<file path="src/rtl/uart_fifo_core_if.sv">
// Host-side bus and serial lines of the UART FIFO core.
interface uart_fifo_core_if #(
    parameter int unsigned DATA_WIDTH = 8,
    parameter int unsigned FIFO_DEPTH = 16,
    parameter int unsigned BAUD_WIDTH = 13
);
    localparam int unsigned CNT_W = $clog2(FIFO_DEPTH) + 1;

    logic                  csn;
    logic                  wen;
    logic                  oen;
    logic [DATA_WIDTH-1:0] data_in;
    logic [BAUD_WIDTH-1:0] baud_val;
    logic                  parity_en;
    logic                  odd_n_even;
    logic                  two_stop;
    logic                  rx;
    logic                  tx;
    logic [DATA_WIDTH-1:0] data_out;
    logic                  txrdy;
    logic                  rxrdy;
    logic                  parity_err;
    logic                  framing_err;
    logic                  overflow;
    logic [CNT_W-1:0]      tx_count;
    logic [CNT_W-1:0]      rx_count;

    modport master (
        output csn, wen, oen, data_in, baud_val, parity_en, odd_n_even, two_stop, rx,
        input  tx, data_out, txrdy, rxrdy, parity_err, framing_err, overflow,
               tx_count, rx_count
    );

    modport slave (
        input  csn, wen, oen, data_in, baud_val, parity_en, odd_n_even, two_stop, rx,
        output tx, data_out, txrdy, rxrdy, parity_err, framing_err, overflow,
               tx_count, rx_count
    );
endinterface

</file>
<file path="src/rtl/uart_fifo_core.sv">
// UART with TX/RX FIFOs, 16x oversampling baud generator and sticky RX error flags.
module uart_fifo_core #(
    parameter int unsigned DATA_WIDTH = 8,
    parameter int unsigned FIFO_DEPTH = 16,
    parameter int unsigned BAUD_WIDTH = 13
) (
    input  logic            i_clk,
    input  logic            i_reset_n,
    uart_fifo_core_if.slave bus
);
    localparam int unsigned AW = $clog2(FIFO_DEPTH);
    localparam int unsigned CW = AW + 1;
    localparam int unsigned BW = $clog2(DATA_WIDTH);
    localparam logic [CW-1:0] FULL_CNT = CW'(FIFO_DEPTH);
    localparam logic [BW-1:0] LAST_BIT = BW'(DATA_WIDTH - 1);

    typedef enum logic [2:0] {
        ST_IDLE,
        ST_START,
        ST_DATA,
        ST_PARITY,
        ST_STOP
    } state_t;

    // ---------------- host strobes ----------------
    logic r_wr_act_d;
    logic r_rd_act_d;
    logic w_wr_act;
    logic w_rd_act;
    logic w_wr_evt;
    logic w_rd_evt;

    assign w_wr_act = ~bus.csn & ~bus.wen;
    assign w_rd_act = ~bus.csn & ~bus.oen;
    assign w_wr_evt = w_wr_act & ~r_wr_act_d;
    assign w_rd_evt = w_rd_act & ~r_rd_act_d;

    // Remember strobe level so a held strobe yields a single event.
    always_ff @(posedge i_clk) begin
        if (!i_reset_n) begin
            r_wr_act_d <= 1'b0;
            r_rd_act_d <= 1'b0;
        end else begin
            r_wr_act_d <= w_wr_act;
            r_rd_act_d <= w_rd_act;
        end
    end

    // ---------------- baud generator ----------------
    logic [BAUD_WIDTH-1:0] r_baud_cnt;
    logic                  w_tick;

    assign w_tick = (r_baud_cnt == '0);

    // Down-counter producing one oversample tick every BAUD_VAL+1 clocks.
    always_ff @(posedge i_clk) begin
        if (!i_reset_n) begin
            r_baud_cnt <= bus.baud_val;
        end else if (w_tick) begin
            r_baud_cnt <= bus.baud_val;
        end else begin
            r_baud_cnt <= r_baud_cnt - BAUD_WIDTH'(1);
        end
    end

    // ---------------- TX FIFO ----------------
    logic [DATA_WIDTH-1:0] r_tx_mem [FIFO_DEPTH];
    logic [AW-1:0]         r_tx_wp;
    logic [AW-1:0]         r_tx_rp;
    logic [CW-1:0]         r_tx_cnt;
    logic                  w_tx_full;
    logic                  w_tx_empty;
    logic                  w_tx_pop;
    logic                  w_tx_push;
    logic [DATA_WIDTH-1:0] w_tx_head;

    assign w_tx_full  = (r_tx_cnt == FULL_CNT);
    assign w_tx_empty = (r_tx_cnt == '0);
    assign w_tx_push  = w_wr_evt & (~w_tx_full | w_tx_pop);
    assign w_tx_head  = r_tx_mem[r_tx_rp];

    // TX FIFO storage; contents are don't-care while empty.
    always_ff @(posedge i_clk) begin
        if (w_tx_push) begin
            r_tx_mem[r_tx_wp] <= bus.data_in;
        end
    end

    // TX FIFO pointers and occupancy.
    always_ff @(posedge i_clk) begin
        if (!i_reset_n) begin
            r_tx_wp  <= '0;
            r_tx_rp  <= '0;
            r_tx_cnt <= '0;
        end else begin
            if (w_tx_push) r_tx_wp <= r_tx_wp + AW'(1);
            if (w_tx_pop)  r_tx_rp <= r_tx_rp + AW'(1);
            unique case ({w_tx_push, w_tx_pop})
                2'b10:   r_tx_cnt <= r_tx_cnt + CW'(1);
                2'b01:   r_tx_cnt <= r_tx_cnt - CW'(1);
                default: r_tx_cnt <= r_tx_cnt;
            endcase
        end
    end

    // ---------------- TX FSM ----------------
    state_t                r_tx_state;
    logic [4:0]            r_tx_ticks;
    logic [BW-1:0]         r_tx_bits;
    logic [DATA_WIDTH-1:0] r_tx_shift;
    logic                  r_tx_par;
    logic                  r_tx_par_en;
    logic                  r_tx_two_stop;
    logic                  r_tx;

    state_t                w_tx_state_nx;
    logic [4:0]            w_tx_ticks_nx;
    logic [BW-1:0]         w_tx_bits_nx;
    logic [DATA_WIDTH-1:0] w_tx_shift_nx;
    logic                  w_tx_par_nx;
    logic                  w_tx_par_en_nx;
    logic                  w_tx_two_stop_nx;
    logic                  w_tx_nx;
    logic                  w_tx_load;

    // TX next-state: frame sequencing, FIFO pop and line level.
    always_comb begin
        w_tx_state_nx    = r_tx_state;
        w_tx_ticks_nx    = r_tx_ticks;
        w_tx_bits_nx     = r_tx_bits;
        w_tx_shift_nx    = r_tx_shift;
        w_tx_par_nx      = r_tx_par;
        w_tx_par_en_nx   = r_tx_par_en;
        w_tx_two_stop_nx = r_tx_two_stop;
        w_tx_load        = 1'b0;
        w_tx_nx          = 1'b1;

        unique case (r_tx_state)
            ST_IDLE: begin
                if (w_tick && !w_tx_empty) w_tx_load = 1'b1;
            end
            ST_START: begin
                if (w_tick) begin
                    if (r_tx_ticks == 5'd15) begin
                        w_tx_state_nx = ST_DATA;
                        w_tx_ticks_nx = '0;
                    end else begin
                        w_tx_ticks_nx = r_tx_ticks + 5'd1;
                    end
                end
            end
            ST_DATA: begin
                if (w_tick) begin
                    if (r_tx_ticks == 5'd15) begin
                        w_tx_ticks_nx = '0;
                        w_tx_shift_nx = {1'b0, r_tx_shift[DATA_WIDTH-1:1]};
                        if (r_tx_bits == LAST_BIT) begin
                            w_tx_state_nx = r_tx_par_en ? ST_PARITY : ST_STOP;
                        end else begin
                            w_tx_bits_nx = r_tx_bits + BW'(1);
                        end
                    end else begin
                        w_tx_ticks_nx = r_tx_ticks + 5'd1;
                    end
                end
            end
            ST_PARITY: begin
                if (w_tick) begin
                    if (r_tx_ticks == 5'd15) begin
                        w_tx_state_nx = ST_STOP;
                        w_tx_ticks_nx = '0;
                    end else begin
                        w_tx_ticks_nx = r_tx_ticks + 5'd1;
                    end
                end
            end
            ST_STOP: begin
                if (w_tick) begin
                    if (r_tx_ticks == (r_tx_two_stop ? 5'd31 : 5'd15)) begin
                        if (!w_tx_empty) begin
                            w_tx_load = 1'b1;
                        end else begin
                            w_tx_state_nx = ST_IDLE;
                            w_tx_ticks_nx = '0;
                        end
                    end else begin
                        w_tx_ticks_nx = r_tx_ticks + 5'd1;
                    end
                end
            end
            default: w_tx_state_nx = ST_IDLE;
        endcase

        // Frame start: pop head and freeze configuration for the whole frame.
        if (w_tx_load) begin
            w_tx_state_nx    = ST_START;
            w_tx_ticks_nx    = '0;
            w_tx_bits_nx     = '0;
            w_tx_shift_nx    = w_tx_head;
            w_tx_par_nx      = (^w_tx_head) ^ bus.odd_n_even;
            w_tx_par_en_nx   = bus.parity_en;
            w_tx_two_stop_nx = bus.two_stop;
        end

        unique case (w_tx_state_nx)
            ST_START:  w_tx_nx = 1'b0;
            ST_DATA:   w_tx_nx = w_tx_shift_nx[0];
            ST_PARITY: w_tx_nx = w_tx_par_nx;
            default:   w_tx_nx = 1'b1;
        endcase
    end

    assign w_tx_pop = w_tx_load;

    // TX state register and registered line output.
    always_ff @(posedge i_clk) begin
        if (!i_reset_n) begin
            r_tx_state    <= ST_IDLE;
            r_tx_ticks    <= '0;
            r_tx_bits     <= '0;
            r_tx_shift    <= '0;
            r_tx_par      <= 1'b0;
            r_tx_par_en   <= 1'b0;
            r_tx_two_stop <= 1'b0;
            r_tx          <= 1'b1;
        end else begin
            r_tx_state    <= w_tx_state_nx;
            r_tx_ticks    <= w_tx_ticks_nx;
            r_tx_bits     <= w_tx_bits_nx;
            r_tx_shift    <= w_tx_shift_nx;
            r_tx_par      <= w_tx_par_nx;
            r_tx_par_en   <= w_tx_par_en_nx;
            r_tx_two_stop <= w_tx_two_stop_nx;
            r_tx          <= w_tx_nx;
        end
    end

    // ---------------- RX synchroniser ----------------
    logic r_rx_s1;
    logic r_rx_s2;
    logic r_rx_prev;
    logic w_rx_fall;

    assign w_rx_fall = r_rx_prev & ~r_rx_s2;

    // Two-flop synchroniser plus one delayed copy for start-edge detection.
    always_ff @(posedge i_clk) begin
        if (!i_reset_n) begin
            r_rx_s1   <= 1'b1;
            r_rx_s2   <= 1'b1;
            r_rx_prev <= 1'b1;
        end else begin
            r_rx_s1   <= bus.rx;
            r_rx_s2   <= r_rx_s1;
            r_rx_prev <= r_rx_s2;
        end
    end

    // ---------------- RX FSM ----------------
    state_t                r_rx_state;
    logic [3:0]            r_rx_ticks;
    logic [BW-1:0]         r_rx_bits;
    logic [DATA_WIDTH-1:0] r_rx_shift;
    logic                  r_rx_par_en;
    logic                  r_rx_odd;
    logic                  r_rx_par_bit;

    state_t                w_rx_state_nx;
    logic [3:0]            w_rx_ticks_nx;
    logic [BW-1:0]         w_rx_bits_nx;
    logic [DATA_WIDTH-1:0] w_rx_shift_nx;
    logic                  w_rx_par_en_nx;
    logic                  w_rx_odd_nx;
    logic                  w_rx_par_bit_nx;
    logic                  w_rx_push;
    logic                  w_fe_set;
    logic                  w_pe_set;

    // RX next-state: mid-bit sampling and character completion.
    always_comb begin
        w_rx_state_nx   = r_rx_state;
        w_rx_ticks_nx   = r_rx_ticks;
        w_rx_bits_nx    = r_rx_bits;
        w_rx_shift_nx   = r_rx_shift;
        w_rx_par_en_nx  = r_rx_par_en;
        w_rx_odd_nx     = r_rx_odd;
        w_rx_par_bit_nx = r_rx_par_bit;
        w_rx_push       = 1'b0;
        w_fe_set        = 1'b0;
        w_pe_set        = 1'b0;

        unique case (r_rx_state)
            ST_IDLE: begin
                if (w_rx_fall) begin
                    w_rx_state_nx  = ST_START;
                    w_rx_ticks_nx  = '0;
                    w_rx_par_en_nx = bus.parity_en;
                    w_rx_odd_nx    = bus.odd_n_even;
                end
            end
            ST_START: begin
                if (w_tick) begin
                    if (r_rx_ticks == 4'd7) begin
                        w_rx_ticks_nx = '0;
                        w_rx_bits_nx  = '0;
                        w_rx_state_nx = r_rx_s2 ? ST_IDLE : ST_DATA;
                    end else begin
                        w_rx_ticks_nx = r_rx_ticks + 4'd1;
                    end
                end
            end
            ST_DATA: begin
                if (w_tick) begin
                    if (r_rx_ticks == 4'd15) begin
                        w_rx_ticks_nx = '0;
                        w_rx_shift_nx = {r_rx_s2, r_rx_shift[DATA_WIDTH-1:1]};
                        if (r_rx_bits == LAST_BIT) begin
                            w_rx_state_nx = r_rx_par_en ? ST_PARITY : ST_STOP;
                        end else begin
                            w_rx_bits_nx = r_rx_bits + BW'(1);
                        end
                    end else begin
                        w_rx_ticks_nx = r_rx_ticks + 4'd1;
                    end
                end
            end
            ST_PARITY: begin
                if (w_tick) begin
                    if (r_rx_ticks == 4'd15) begin
                        w_rx_ticks_nx   = '0;
                        w_rx_par_bit_nx = r_rx_s2;
                        w_rx_state_nx   = ST_STOP;
                    end else begin
                        w_rx_ticks_nx = r_rx_ticks + 4'd1;
                    end
                end
            end
            ST_STOP: begin
                if (w_tick) begin
                    if (r_rx_ticks == 4'd15) begin
                        w_rx_ticks_nx = '0;
                        w_rx_state_nx = ST_IDLE;
                        w_rx_push     = 1'b1;
                        w_fe_set      = ~r_rx_s2;
                        w_pe_set      = r_rx_par_en &
                                        (r_rx_par_bit ^ (^r_rx_shift) ^ r_rx_odd);
                    end else begin
                        w_rx_ticks_nx = r_rx_ticks + 4'd1;
                    end
                end
            end
            default: w_rx_state_nx = ST_IDLE;
        endcase
    end

    // RX state register.
    always_ff @(posedge i_clk) begin
        if (!i_reset_n) begin
            r_rx_state   <= ST_IDLE;
            r_rx_ticks   <= '0;
            r_rx_bits    <= '0;
            r_rx_shift   <= '0;
            r_rx_par_en  <= 1'b0;
            r_rx_odd     <= 1'b0;
            r_rx_par_bit <= 1'b0;
        end else begin
            r_rx_state   <= w_rx_state_nx;
            r_rx_ticks   <= w_rx_ticks_nx;
            r_rx_bits    <= w_rx_bits_nx;
            r_rx_shift   <= w_rx_shift_nx;
            r_rx_par_en  <= w_rx_par_en_nx;
            r_rx_odd     <= w_rx_odd_nx;
            r_rx_par_bit <= w_rx_par_bit_nx;
        end
    end

    // ---------------- RX FIFO and flags ----------------
    logic [DATA_WIDTH-1:0] r_rx_mem [FIFO_DEPTH];
    logic [AW-1:0]         r_rx_wp;
    logic [AW-1:0]         r_rx_rp;
    logic [CW-1:0]         r_rx_cnt;
    logic                  r_parity_err;
    logic                  r_framing_err;
    logic                  r_overflow;
    logic                  w_rx_full;
    logic                  w_rx_empty;
    logic                  w_rx_pop;
    logic                  w_rx_do_push;
    logic                  w_ovf_set;

    assign w_rx_full    = (r_rx_cnt == FULL_CNT);
    assign w_rx_empty   = (r_rx_cnt == '0);
    assign w_rx_pop     = w_rd_evt & ~w_rx_empty;
    assign w_rx_do_push = w_rx_push & (~w_rx_full | w_rx_pop);
    assign w_ovf_set    = w_rx_push & w_rx_full & ~w_rx_pop;

    // RX FIFO storage.
    always_ff @(posedge i_clk) begin
        if (w_rx_do_push) begin
            r_rx_mem[r_rx_wp] <= r_rx_shift;
        end
    end

    // RX FIFO pointers, occupancy and sticky error flags (set beats clear).
    always_ff @(posedge i_clk) begin
        if (!i_reset_n) begin
            r_rx_wp       <= '0;
            r_rx_rp       <= '0;
            r_rx_cnt      <= '0;
            r_parity_err  <= 1'b0;
            r_framing_err <= 1'b0;
            r_overflow    <= 1'b0;
        end else begin
            if (w_rx_do_push) r_rx_wp <= r_rx_wp + AW'(1);
            if (w_rx_pop)     r_rx_rp <= r_rx_rp + AW'(1);
            unique case ({w_rx_do_push, w_rx_pop})
                2'b10:   r_rx_cnt <= r_rx_cnt + CW'(1);
                2'b01:   r_rx_cnt <= r_rx_cnt - CW'(1);
                default: r_rx_cnt <= r_rx_cnt;
            endcase
            r_parity_err  <= w_pe_set  | (r_parity_err  & ~w_rd_evt);
            r_framing_err <= w_fe_set  | (r_framing_err & ~w_rd_evt);
            r_overflow    <= w_ovf_set | (r_overflow    & ~w_rd_evt);
        end
    end

    // ---------------- outputs ----------------
    assign bus.tx          = r_tx;
    assign bus.data_out    = w_rx_empty ? '0 : r_rx_mem[r_rx_rp];
    assign bus.txrdy       = ~w_tx_full;
    assign bus.rxrdy       = ~w_rx_empty;
    assign bus.parity_err  = r_parity_err;
    assign bus.framing_err = r_framing_err;
    assign bus.overflow    = r_overflow;
    assign bus.tx_count    = r_tx_cnt;
    assign bus.rx_count    = r_rx_cnt;

endmodule
</file>
<file path="src/flat_wrapper.sv">
// flat-port wrapper written by rule: the top's interface ports become plain ports
module uart_fifo_core_flat 
#(
    parameter int unsigned DATA_WIDTH = 8,
    parameter int unsigned FIFO_DEPTH = 16,
    parameter int unsigned BAUD_WIDTH = 13
)
  (i_clk, i_reset_n, bus_csn, bus_wen, bus_oen, bus_data_in, bus_baud_val, bus_parity_en, bus_odd_n_even, bus_two_stop, bus_rx, bus_tx, bus_data_out, bus_txrdy, bus_rxrdy, bus_parity_err, bus_framing_err, bus_overflow, bus_tx_count, bus_rx_count);
  uart_fifo_core_if #(.DATA_WIDTH(DATA_WIDTH), .FIFO_DEPTH(FIFO_DEPTH), .BAUD_WIDTH(BAUD_WIDTH)) bus_i ();
  input  logic i_clk;
  input  logic i_reset_n;
  input wire logic [$bits(bus_i.csn)-1:0] bus_csn;
  input wire logic [$bits(bus_i.wen)-1:0] bus_wen;
  input wire logic [$bits(bus_i.oen)-1:0] bus_oen;
  input wire logic [$bits(bus_i.data_in)-1:0] bus_data_in;
  input wire logic [$bits(bus_i.baud_val)-1:0] bus_baud_val;
  input wire logic [$bits(bus_i.parity_en)-1:0] bus_parity_en;
  input wire logic [$bits(bus_i.odd_n_even)-1:0] bus_odd_n_even;
  input wire logic [$bits(bus_i.two_stop)-1:0] bus_two_stop;
  input wire logic [$bits(bus_i.rx)-1:0] bus_rx;
  output wire logic [$bits(bus_i.tx)-1:0] bus_tx;
  output wire logic [$bits(bus_i.data_out)-1:0] bus_data_out;
  output wire logic [$bits(bus_i.txrdy)-1:0] bus_txrdy;
  output wire logic [$bits(bus_i.rxrdy)-1:0] bus_rxrdy;
  output wire logic [$bits(bus_i.parity_err)-1:0] bus_parity_err;
  output wire logic [$bits(bus_i.framing_err)-1:0] bus_framing_err;
  output wire logic [$bits(bus_i.overflow)-1:0] bus_overflow;
  output wire logic [$bits(bus_i.tx_count)-1:0] bus_tx_count;
  output wire logic [$bits(bus_i.rx_count)-1:0] bus_rx_count;
  assign bus_i.csn = bus_csn;
  assign bus_i.wen = bus_wen;
  assign bus_i.oen = bus_oen;
  assign bus_i.data_in = bus_data_in;
  assign bus_i.baud_val = bus_baud_val;
  assign bus_i.parity_en = bus_parity_en;
  assign bus_i.odd_n_even = bus_odd_n_even;
  assign bus_i.two_stop = bus_two_stop;
  assign bus_i.rx = bus_rx;
  assign bus_tx = bus_i.tx;
  assign bus_data_out = bus_i.data_out;
  assign bus_txrdy = bus_i.txrdy;
  assign bus_rxrdy = bus_i.rxrdy;
  assign bus_parity_err = bus_i.parity_err;
  assign bus_framing_err = bus_i.framing_err;
  assign bus_overflow = bus_i.overflow;
  assign bus_tx_count = bus_i.tx_count;
  assign bus_rx_count = bus_i.rx_count;
  uart_fifo_core #(.DATA_WIDTH(DATA_WIDTH), .FIFO_DEPTH(FIFO_DEPTH), .BAUD_WIDTH(BAUD_WIDTH)) u_core (.i_clk(i_clk), .i_reset_n(i_reset_n), .bus(bus_i));
endmodule
</file>
<file path="config.mk">
export PLATFORM = sky130hd
export DESIGN_NAME = uart_fifo_core_flat
export DESIGN_NICKNAME = d
export VERILOG_FILES = /design/src/rtl/uart_fifo_core_if.sv /design/src/rtl/uart_fifo_core.sv /design/src/flat_wrapper.sv
export SDC_FILE = /design/constraint.sdc
export NUM_CORES = 1
export LEC_CHECK = 0
export ABC_AREA = 1
export CAP_MARGIN = 20
export CORE_ASPECT_RATIO = 0.7
export CORE_MARGIN = 1.5
export CORE_UTILIZATION = 50
export CTS_BUF_LIST = sky130_fd_sc_hd__clkbuf_16
export DETAILED_ROUTE_END_ITERATION = 16
export GPL_TIMING_DRIVEN = 0
export PLACE_DENSITY = 0.7
export SLEW_MARGIN = 20
export SYNTH_ARGS = -nofsm -noshare
export SYNTH_HDL_FRONTEND = slang
export SYNTH_SLANG_ARGS = --single-unit
</file>
<file path="constraint.sdc">
create_clock -name i_clk -period 2.85 [get_ports i_clk]
set_clock_uncertainty 0.1 [all_clocks]
set_input_delay 0.57 -clock i_clk [delete_from_list [all_inputs] [get_ports i_clk]]
set_output_delay 0.57 -clock i_clk [all_outputs]
set_load 0.05 [all_outputs]
</file>
# Word-level counts from Yosys, hierarchy flattened
# Memory sizes are Yosys's and may differ from the RTL's. A register that Yosys moved wholly into a read port is not among the register bits.
# Index checks and enable logic that the tools add are counted.
# totals
ram_bits	256
out_inout_bits	24
ff_bits	91
n_memories	2
# op_classes
eq_ne	38
bitwise_logic	35
mux	78
n_reduce_logical	29
add_sub_neg	13
# memory_table
name	depth	width	read_ports	rd_clocked_by_memory_dff	wr	line_no	text
u_core.r_rx_mem	16	8	1	1	1	uart_fifo_core.sv:378	logic [DATA_WIDTH-1:0] r_rx_mem [FIFO_DEPTH];
u_core.r_tx_mem	16	8	1	1	1	uart_fifo_core.sv:67	logic [DATA_WIDTH-1:0] r_tx_mem [FIFO_DEPTH];
# ops
operator	count
$mux 3	28
$mux 8	5
$mux 4	9
$mux 5	6
$pmux 3 s5	2
$pmux 5 s2	3
$mux 13	2
$ne 2x1->1 const B	13
$add 4x1->4 const B	5
$eq 3x2->1 const B	6
$mux 1	18
$reduce_xor 8->1	2
$add 5x1->5 const B	3
$and 1x1->1	14
$reduce_bool 2->1	7
$logic_not 13->1	1
$not 1->1	13
$sub 13x1->13 const B	1
$eq 3x3->1 const B	4
$pmux 4 s3	1
$reduce_and 4->1	3
$eq 5x5->1 const B	2
$logic_not 5->1	2
$reduce_and 10->1	1
other kinds (26)	42

# Depth between registers and ports, before layout
# Gate-level depths: netlist (run 1).
# depth
depth_word	9
ltp_mapped	22

# Least setup slack after synthesis (run 1)
# No wires, ideal clock.
# synth_timing
path_kind	register to register
start	register u_core.r_tx_cnt[2], in the netlist u_core.bus.tx_count[2]
end	register u_core.r_tx_cnt[4], in the netlist u_core.bus.tx_count[4]
stages_incl_launch_ff	20
path_slack_ns	-0.343
t_arrival_ns	2.946
synth_period_minus_slack_ns	3.193
path_buffers	0
path_cell_list	dfxtp_1 -> inv_1 -> nand3_1 -> nor2_1 -> a211oi_1 -> nand2_2 -> nand2_1 -> nand2_2 -> ha_1 -> xor2_1 -> ha_1 -> a21o_1 -> nand2_1 -> nand2_1 -> a21oi_1 -> inv_1 -> o21ai_0 -> a21oi_1 -> o21ai_0 -> a21oi_1
# synth_via
elab_chain_len	9
# synth_lines
item	line_no	text
start, declared	uart_fifo_core.sv:70	logic [CW-1:0] r_tx_cnt;
start signal, assigned	uart_fifo_core.sv:99	2'b10: r_tx_cnt <= r_tx_cnt + CW'(1);
start signal, assigned	uart_fifo_core.sv:100	2'b01: r_tx_cnt <= r_tx_cnt - CW'(1);
start signal, assigned	uart_fifo_core.sv:101	default: r_tx_cnt <= r_tx_cnt;
$logic_not 5->1	uart_fifo_core.sv:78	assign w_tx_empty = (r_tx_cnt == '0);
$mux 1 or $logic_not 1->1 (tied branches)	uart_fifo_core.sv:180, uart_fifo_core.sv:140	
$mux 1 or $logic_and 1x1->1 (tied branches)	uart_fifo_core.sv:179, uart_fifo_core.sv:140	
$mux 1 (on tied branches)	uart_fifo_core.sv:178, uart_fifo_core.sv:140	
$pmux 1 s2	uart_fifo_core.sv:138	unique case (r_tx_state)
$or 1x1->1	uart_fifo_core.sv:79	assign w_tx_push = w_wr_evt & (~w_tx_full | w_tx_pop);
$and 1x1->1	uart_fifo_core.sv:79	
$eq 2x1->1 or $eq 2x2->1 (tied branches)	uart_fifo_core.sv:98	unique case ({w_tx_push, w_tx_pop})
$pmux 5 s2 or $reduce_bool 2->1 (tied branches)	--	
# Several ways; a longest one is shown, not always the timed one.
# A chain may end at the register's enable or synchronous reset.

# Worst setup path after layout (run 1)
# layout_timing
start	register u_core.r_baud_cnt[9]
end	register u_core.r_tx_cnt[4], in the netlist u_core.bus.tx_count[4]
# layout_via
elab_chain_len	8
# layout_lines
item	line_no	text
start, declared	uart_fifo_core.sv:50	logic [BAUD_WIDTH-1:0] r_baud_cnt;
start signal, assigned	uart_fifo_core.sv:58	r_baud_cnt <= bus.baud_val;
start signal, assigned	uart_fifo_core.sv:60	r_baud_cnt <= bus.baud_val;
start signal, assigned	uart_fifo_core.sv:62	r_baud_cnt <= r_baud_cnt - BAUD_WIDTH'(1);
$logic_not 13->1 *	uart_fifo_core.sv:53	assign w_tick = (r_baud_cnt == '0);
$logic_and 1x1->1	uart_fifo_core.sv:140	if (w_tick && !w_tx_empty) w_tx_load = 1'b1;
$mux 1	uart_fifo_core.sv:140	
$pmux 1 s2 *	uart_fifo_core.sv:138	
via u_core.w_tx_load	uart_fifo_core.sv:124	logic w_tx_load;
$or 1x1->1	uart_fifo_core.sv:79	
$and 1x1->1	uart_fifo_core.sv:79	
$eq 2x1->1 or $eq 2x2->1 (tied branches)	uart_fifo_core.sv:98	
$pmux 5 s2 or $reduce_bool 2->1 (tied branches)	--	
# Mark *: on every way through the listed nets, which the timed path passes. The rest lies on a longest branch.

==> summary.txt, run 1 <==
Status
  – Status: finished with violations
  – Failing checks: setup timing

Global routing
  – Initial antenna violation count: 0
  – Vias in the first global route: 11200
  – GR Util All Layers: 25.5%
  – First-pass GRT wire length: 62300 um
  – Largest net degree at the start of global routing: 20
  – GR Overflow Total: 0

Worst setup path
  – Slowest CP cell: dfxtp_2
  – Worst Setup SP: u_core.r_baud_cnt[9]
  – Crit path kind: register to register
  – CP max FO: 4
  – Buf+Inv Stages, Crit Path: 7
  – Largest stage delay, worst path: 330 ps
  – Worst R2R End: u_core.bus.tx_count[4]
  – R2R Setup Slk: -80 ps
  – Worst r2r src: u_core.r_baud_cnt[9]
  – R2R depth: 22
  – Critical path cell sequence: inv_2 > nand2_2 > nor2_4 > inv_2 > nor4_4 > buf_4 > buf_12 > nand2_8 > buf_12 > clkinvlp_4 > ha_4 > xor2_2 > ha_2 > a21o_1 > nand2_1 > nand2_1 > a21oi_1 > inv_1 > o21ai_2 > a21oi_2 > o21ai_1 > a21oi_1
  – Startpoint types: register
  – Crit-path leading delay family: buffers and inverters
  – Critical path depth: 22
  – Arrival time worst endpoint: 3290 ps
  – CP required: 3200 ps
  – Critical Path End: u_core.bus.tx_count[4]
  – CP endpoint kind: register

Timing
  – Fin crit share: 103%
  – Least-Margin Pin Slew: 898 ps
  – Fin crit period: 2930 ps
  – Slew Limit Fails: 0
  – Hold Vio Cnt, Final: 0
  – Hold Worst Slack: 327 ps
  – Max Clock Freq: 341 MHz
  – Worst slew margin: 40.0%
  – RSZ-0062 raised after global routing: yes
  – Final setup vio count: 3
  – Final setup margin: -84.7 ps

Pwr
  – Switching Fraction: 25.6%
  – Clock share of power: 38.8%
  – Comb pwr share: 11.8%
  – Pwr Total: 0.0114 W
  – Sw power: 0.00293 W
  – Max VDD drop: 0.365 mV
  – Leak: 7.66 nW
  – Pwr/cell area: 607 nW/um^2
  – Internal power: 0.00851 W
  – Sequential share of power: 49.4%

Floorplanning
  – Core area: 30300 sq um
  – Die ar.: 32200 sq um
  – Io pins: 54
  – Initial Util: 51.4%
  – Die width: 214 um
  – Chip Height: 151 um
  – Std-Cell Rows: 53

Yosys
  – FFs w/ async S/R, synth: 0%
  – Largest cells by area after synthesis: edfxtp_1 49%, dfxtp_1 13%, nand2_1 7.4%
  – Post-Syn Area: 15600 sq um
  – Distinct cells, synth: 47
  – Avg Cell Area, Syn: 9.86 sq um
  – Post-Syn Instances: 1579
  – Synth area leader: edfxtp_1
  – YS warnings: 0
  – Ys flop type: edfxtp_1
  – Synth Register Bits: 355
  – Register area share after synthesis: 62.1%
  – Share of Yosys cell area claimed by the top area cell type: 49.4%
  – Syn_nets: 1639
  – Post-synth EDFFs: 256

Routing
  – Routed Antenna Nets: 0
  – Vias per cell: 5.56
  – Vias: 12000
  – Drt pass-1 iters: 6
  – Drt total wl: 41000 um
  – DRC: 0
  – Routed len/inst: 19.0 um
  – Initial DRC count: 1403

CTS
  – Total CTS buffers: 36
  – Max H-tree Level: 2
  – Clock Latency Late Sink: 530 ps
  – Total clock sinks: 355
  – CTS tree: done
  – CTS max path bufs: 3
  – Worst-path clk slew: 70 ps
  – CTS root buf: clkbuf_16

Cells and area
  – Fin nets: 1781
  – P&R area growth vs syn: 21.1%
  – Antenna Cells: 0
  – Util after Layout: 62.2%
  – Filler cells: 2400
  – Layout cells sized above 1: 18.2%

Hold path
  – Worst hold path depth: 1
  – HP Class: register to register

Placed design
  – Final GP Congestion: 0.888
  – Buffers on Ports: 53
  – Final HPWL DP: 26600 um

Run
  – Max Cap Viol: 0
[area by class of cell]
cell class	instances	area, sq um	share of cell area [%]
Clock inverter	29	160	0.849
Clock buffer	37	926	4.91
Timing Repair inverter	1	8.76	0.0465
Buffer	56	440	2.34
Inverter	181	709	3.76
Timing Repair Buffer	104	983	5.22
Multi-Input combinational cell	986	5400	28.6
Tap cell	412	515	2.73
Sequential cell	355	9710	51.5
[layout by cell type (no fill, tap or decap), drive strengths merged, types with 2 or more instances in the layout]
cell type,n
a31oi,8
o21ai,128
a211oi,7
a2111oi,2
xnor2,10
nor2,209
o22ai,8
clkinvlp,5
clkinv,15
clkdlybuf4s50,43
o221ai,24
nor3,18
o211ai,10
edfxtp,256
nand3b,2
ha,29
nand2,311
clkbuf,57
xor2,15
a221oi,4
buf,95
inv,190
nand3,110
nor4,2
a21oi,61
nand4,10
dfxtp,99
or2,10
o21a,2
[Yosys cell counts (3+ instances only)]
library cell / instances
xor2_1: 15
inv_1: 169
o21ai_0: 120
or2_2: 7
buf_2: 14
nor2_2: 4
nor3_1: 16
buf_6: 5
buf_1: 5
ha_1: 29
a211oi_1: 7
a31oi_1: 8
o21ai_1: 8
nand4_1: 10
nand2_2: 6
nor2_4: 3
nand2_1: 305
o211ai_1: 10
a221oi_1: 4
xnor2_1: 10
nand3_1: 110
o221ai_1: 24
clkbuf_1: 30
edfxtp_1: 256
a21oi_1: 60
buf_4: 3
o22ai_1: 8
dfxtp_1: 99
nor2_1: 202
inv_2: 11
[routing by layer]
metal	wire length, um	track usage (%)
met1	18200	38.0
met2	17400	36.6
met3	4560	6.99
met4	819	6.48
met5	0	0
[stage by stage]
stage               cell area [sq um]  worst slack [ps]  setup TNS [ps]  cells
floorplan                       15700             -10.7           -10.7   1579
global placement                16700              -619          -90770   2044
detailed placement              16700              -678          -98010   2044
CTS                             18500             -7.26           -7.26   2149
global route                    18900              -233           -1370   2161
finish                          18900             -84.7            -173   2161
[cell families after synthesis]
kind of cell	count (synthesis)	share of synthesized area, %
fa+ha+maj	30	2.46
mux	1	0.0723
flops	355	62.1
simple gates	673	18.2
compound gates	257	9.55
buf+inv	238	6.17
xor+xnor	25	1.41
[timing repair]
| action | 4_1_cts | 5_1_grt |
|---|---|---|
| setup endpoints to repair | 273 | 236 |
| pin swaps | 31 | 43 |
| buffers inserted | 40 | 8 |
| hold buffers | 0 | 0 |
| gates cloned | 0 | 4 |
| resized for setup | 159 | 102 |
[power groups by stage]
stage,combinational (W),sequential [W],clock (W)
after floorplan,0.000759,0.00577,0
after global placement,0.00111,0.00576,0
after detailed placement,0.00114,0.00576,0
after CTS,0.00124,0.00565,0.00448
after global routing,0.00146,0.00566,0.00469
final,0.00135,0.00565,0.00444
[flip-flops by register name, indices dropped and copies added (netlist names), 3 cells and up, named ones only]
register	cells
u_core.r_tx_mem	128
u_core.r_tx_ticks	5
u_core.bus.tx_count	5
u_core.r_tx_state	3
u_core.r_rx_bits	3
u_core.r_tx_wp	4
u_core.r_tx_bits	3
u_core.r_rx_shift	8
u_core.r_rx_state	3
u_core.r_rx_rp	4
u_core.r_rx_mem	128
u_core.r_tx_rp	4
u_core.r_rx_ticks	4
u_core.bus.rx_count	5
u_core.r_tx_shift	8
u_core.r_rx_wp	4
u_core.r_baud_cnt	13
[worst min-delay path by stage]
stage	slack [ps]	from	end
2_1_floorplan	290	u_core.r_rx_s1	u_core.r_rx_s2
3_3_place_gp	300	u_core.r_rx_s1	u_core.r_rx_s2
3_5_place_dp	310	u_core.r_rx_s1	u_core.r_rx_s2
4_1_cts	330	u_core.r_rx_s1	u_core.r_rx_s2
5_1_grt	350	u_core.r_rx_s1	u_core.r_rx_s2
6_report	330	u_core.r_rx_s1	u_core.r_rx_s2
Note: power is estimated with default switching activity, not from simulation.
==> run 2: changes to the inputs <==
--- a/config.mk
+++ b/config.mk
@@ -14,6 +14,8 @@
 export DETAILED_ROUTE_END_ITERATION = 16
 export GPL_TIMING_DRIVEN = 0
 export PLACE_DENSITY = 0.7
+export SETUP_SLACK_MARGIN = 0.05
+export SKIP_CTS_REPAIR_TIMING = 1
 export SLEW_MARGIN = 20
 export SYNTH_ARGS = -nofsm -noshare
 export SYNTH_HDL_FRONTEND = slang
==> summary.txt, run 2 (same netlist as run 1, synthesis figures left out) <==
Timing
  – Final setup margin: -154 ps (-69.1 ps)
  – Max Clock Freq: 333 MHz (-2.3%)
  – Hold Vio Cnt, Final: 0 (unchanged)
  – Slew Limit Fails: 0 (unchanged)
  – RSZ-0062 raised after global routing: yes
  – Final setup vio count: 9 (+6)
  – Fin crit share: 105% (+2.4 points)
  – Fin crit period: 3000 ps (+69.1 ps)
  – Setup TNS: -673 ps (-500 ps)
  – Worst slew margin: 33.7% (-6.3 points)
  – Least-Margin Pin Slew: 969 ps (+71.2 ps)

Floorplanning
  – Io pins: 54 (unchanged)
  – Die ar.: 32200 sq um (unchanged)
  – Die width: 214 um (unchanged)
  – Core area: 30300 sq um (unchanged)
  – Initial Util: 51.4% (unchanged)
  – Chip Height: 151 um (unchanged)
  – Std-Cell Rows: 53 (unchanged)

Cells and area
  – Biggest regs: u_core.r_rx_mem x128, u_core.r_tx_mem x128, u_core.r_baud_cnt x13
  – Antenna Cells: 0 (unchanged)
  – Sequential Area: 9700 sq um (about the same)
  – Layout Cell Area excl Fill: 18900 sq um (+0.25%)
  – Layout cells sized above 1: 18.6% (+0.45 points)
  – Fin nets: 1777 (-0.22%)
  – Area of the multi-input gates: 5480 sq um (+1.6%)
  – Most frequent cells in the layout: 296 x nand2_1, 256 x edfxtp_1, 159 x inv_1, 158 x nor2_1, 108 x nand3_1
  – Filler cells: 2416 (+0.67%)
  – P&R area growth vs syn: 21.4%
  – Most common cell after layout, fill and taps aside: nand2_1

Routing
  – DRC: 0 (unchanged)
  – Routed len/inst: 18.7 um (-1.4%)
  – Vias per cell: 5.52 (-0.76%)
  – Vias: 11900 (-0.99%)
  – Routed Antenna Nets: 0 (unchanged)
  – Drt total wl: 40300 um (-1.7%)
  – Drt pass-1 iters: 5 (-1)
  – Initial DRC count: 1407 (+0.29%)

CTS
  – Worst-path clk slew: 60 ps (about the same)
  – Max H-tree Level: 2 (unchanged)
  – CTS max path bufs: 3 (unchanged)
  – CTS tree: done
  – Total CTS buffers: 36 (unchanged)
  – Clock Latency Late Sink: 530 ps (about the same)
  – CTS root buf: clkbuf_16
  – Total clock sinks: 355 (unchanged)

Global routing
  – Met1 usage: 36.8% (-1.3 points)
  – First-pass GRT wire length: 59800 um (-4.0%)
  – Grt met2 use: 35.6% (-0.96 points)
  – GR Util All Layers: 24.6% (-0.89 points)
  – GRT met3 Usage: 6.17% (-0.81 points)
  – Busiest metal layer after global routing: met1
  – Initial antenna violation count: 0 (unchanged)
  – GR Overflow Total: 0 (unchanged)
  – Largest net degree at the start of global routing: 20 (unchanged)
  – Vias in the first global route: 10900 (-3.0%)

Pwr
  – Pwr/cell area: 604 nW/um^2 (-0.52%)
  – Leak: 7.66 nW (about the same)
  – Max VDD drop: 0.418 mV (+14%)

Placed design
  – Post-Place Setup Slack: -676 ps (+1.88 ps)
  – Final GP Congestion: 0.913 (+2.8%)
  – Buffers on Ports: 53 (unchanged)
  – Placed cell area: 16700 sq um (about the same)
  – Final HPWL DP: 26200 um (-1.2%)

Worst setup path
  – CP required: 3210 ps (about the same)
  – Startpoint types: register
  – Crit path kind: register to register
  – CP max FO: 5 (+1)
  – Arrival time worst endpoint: 3360 ps (+70 ps)
  – CP endpoint kind: register

Run
  – Max Cap Viol: 0 (unchanged)

Hold path
  – HP Class: register to register

Status
  – Failing checks: setup timing
  – Status: finished with violations
-- run 2: final timing paths --
check | startpoint | endpoint | slack, ps | depth (start not counted)
worst min register to register | u_core.r_rx_s1 | u_core.r_rx_s2 | 330 | 1
worst min-delay path | u_core.r_rx_s1 | u_core.r_rx_s2 | 330 | 1
worst max register to register | u_core.r_tx_ticks[0] | u_core.bus.tx_count[4] | -150 | 20
worst max-delay path | u_core.r_tx_ticks[0] | u_core.bus.tx_count[4] | -150 | 20
-- run 2: stage by stage --
step                cells  hold slack (ps)  power (W)  util, %
floorplan            1579              293    0.00653        -
global placement     2044              308    0.00687     55.2
detailed placement   2044              313    0.00690     55.2
CTS                  2109              328     0.0113     58.9
global route         2156              351     0.0118     62.4
finish               2156              326     0.0114     62.4
-- run 2: layer usage --
metal,part of all wire (%),wire length [um],vias to the layer above
met5,0,0,-
met4,2.2,873,0
met3,10,4130,76
met2,42,17100,537
met1,45,18200,5642
li1,-,-,5648
-- run 2: where the power goes --
| part | switching [W] | internal (W) |
|---|---|---|
| Combinational | 0.000867 | 0.000466 |
| Clock | 0.00199 | 0.00243 |
| Sequential | 0.0000721 | 0.00558 |
-- run 2: layout make-up --
class	instances	share of cell area [%]
flip-flops and latches	355	51.3
multi-input cells	986	29.0
repair buffers	101	5.36
clock buffers	38	5.03
inverters	181	3.69
well taps	412	2.73
plain buffers	55	2.01
clock inverters	27	0.781
repair inverters	1	0.0397
-- run 2: critical path: stages (launching register included) --
cell and delay, ps:
dfxtp_4 380, ha_4 150, nand2_4 60, nor2_4 140, nand2_4 90, a211oi_4 250
nand2_4 130, buf_12 160, clkinvlp_4 110, ha_4 190, xor2_2 170, ha_2 180
a21o_1 110, nand2_1 60, nand2_1 70, a21oi_1 60, inv_1 100, o21ai_2 70
a21oi_2 130, o21ai_1 70, a21oi_1 150
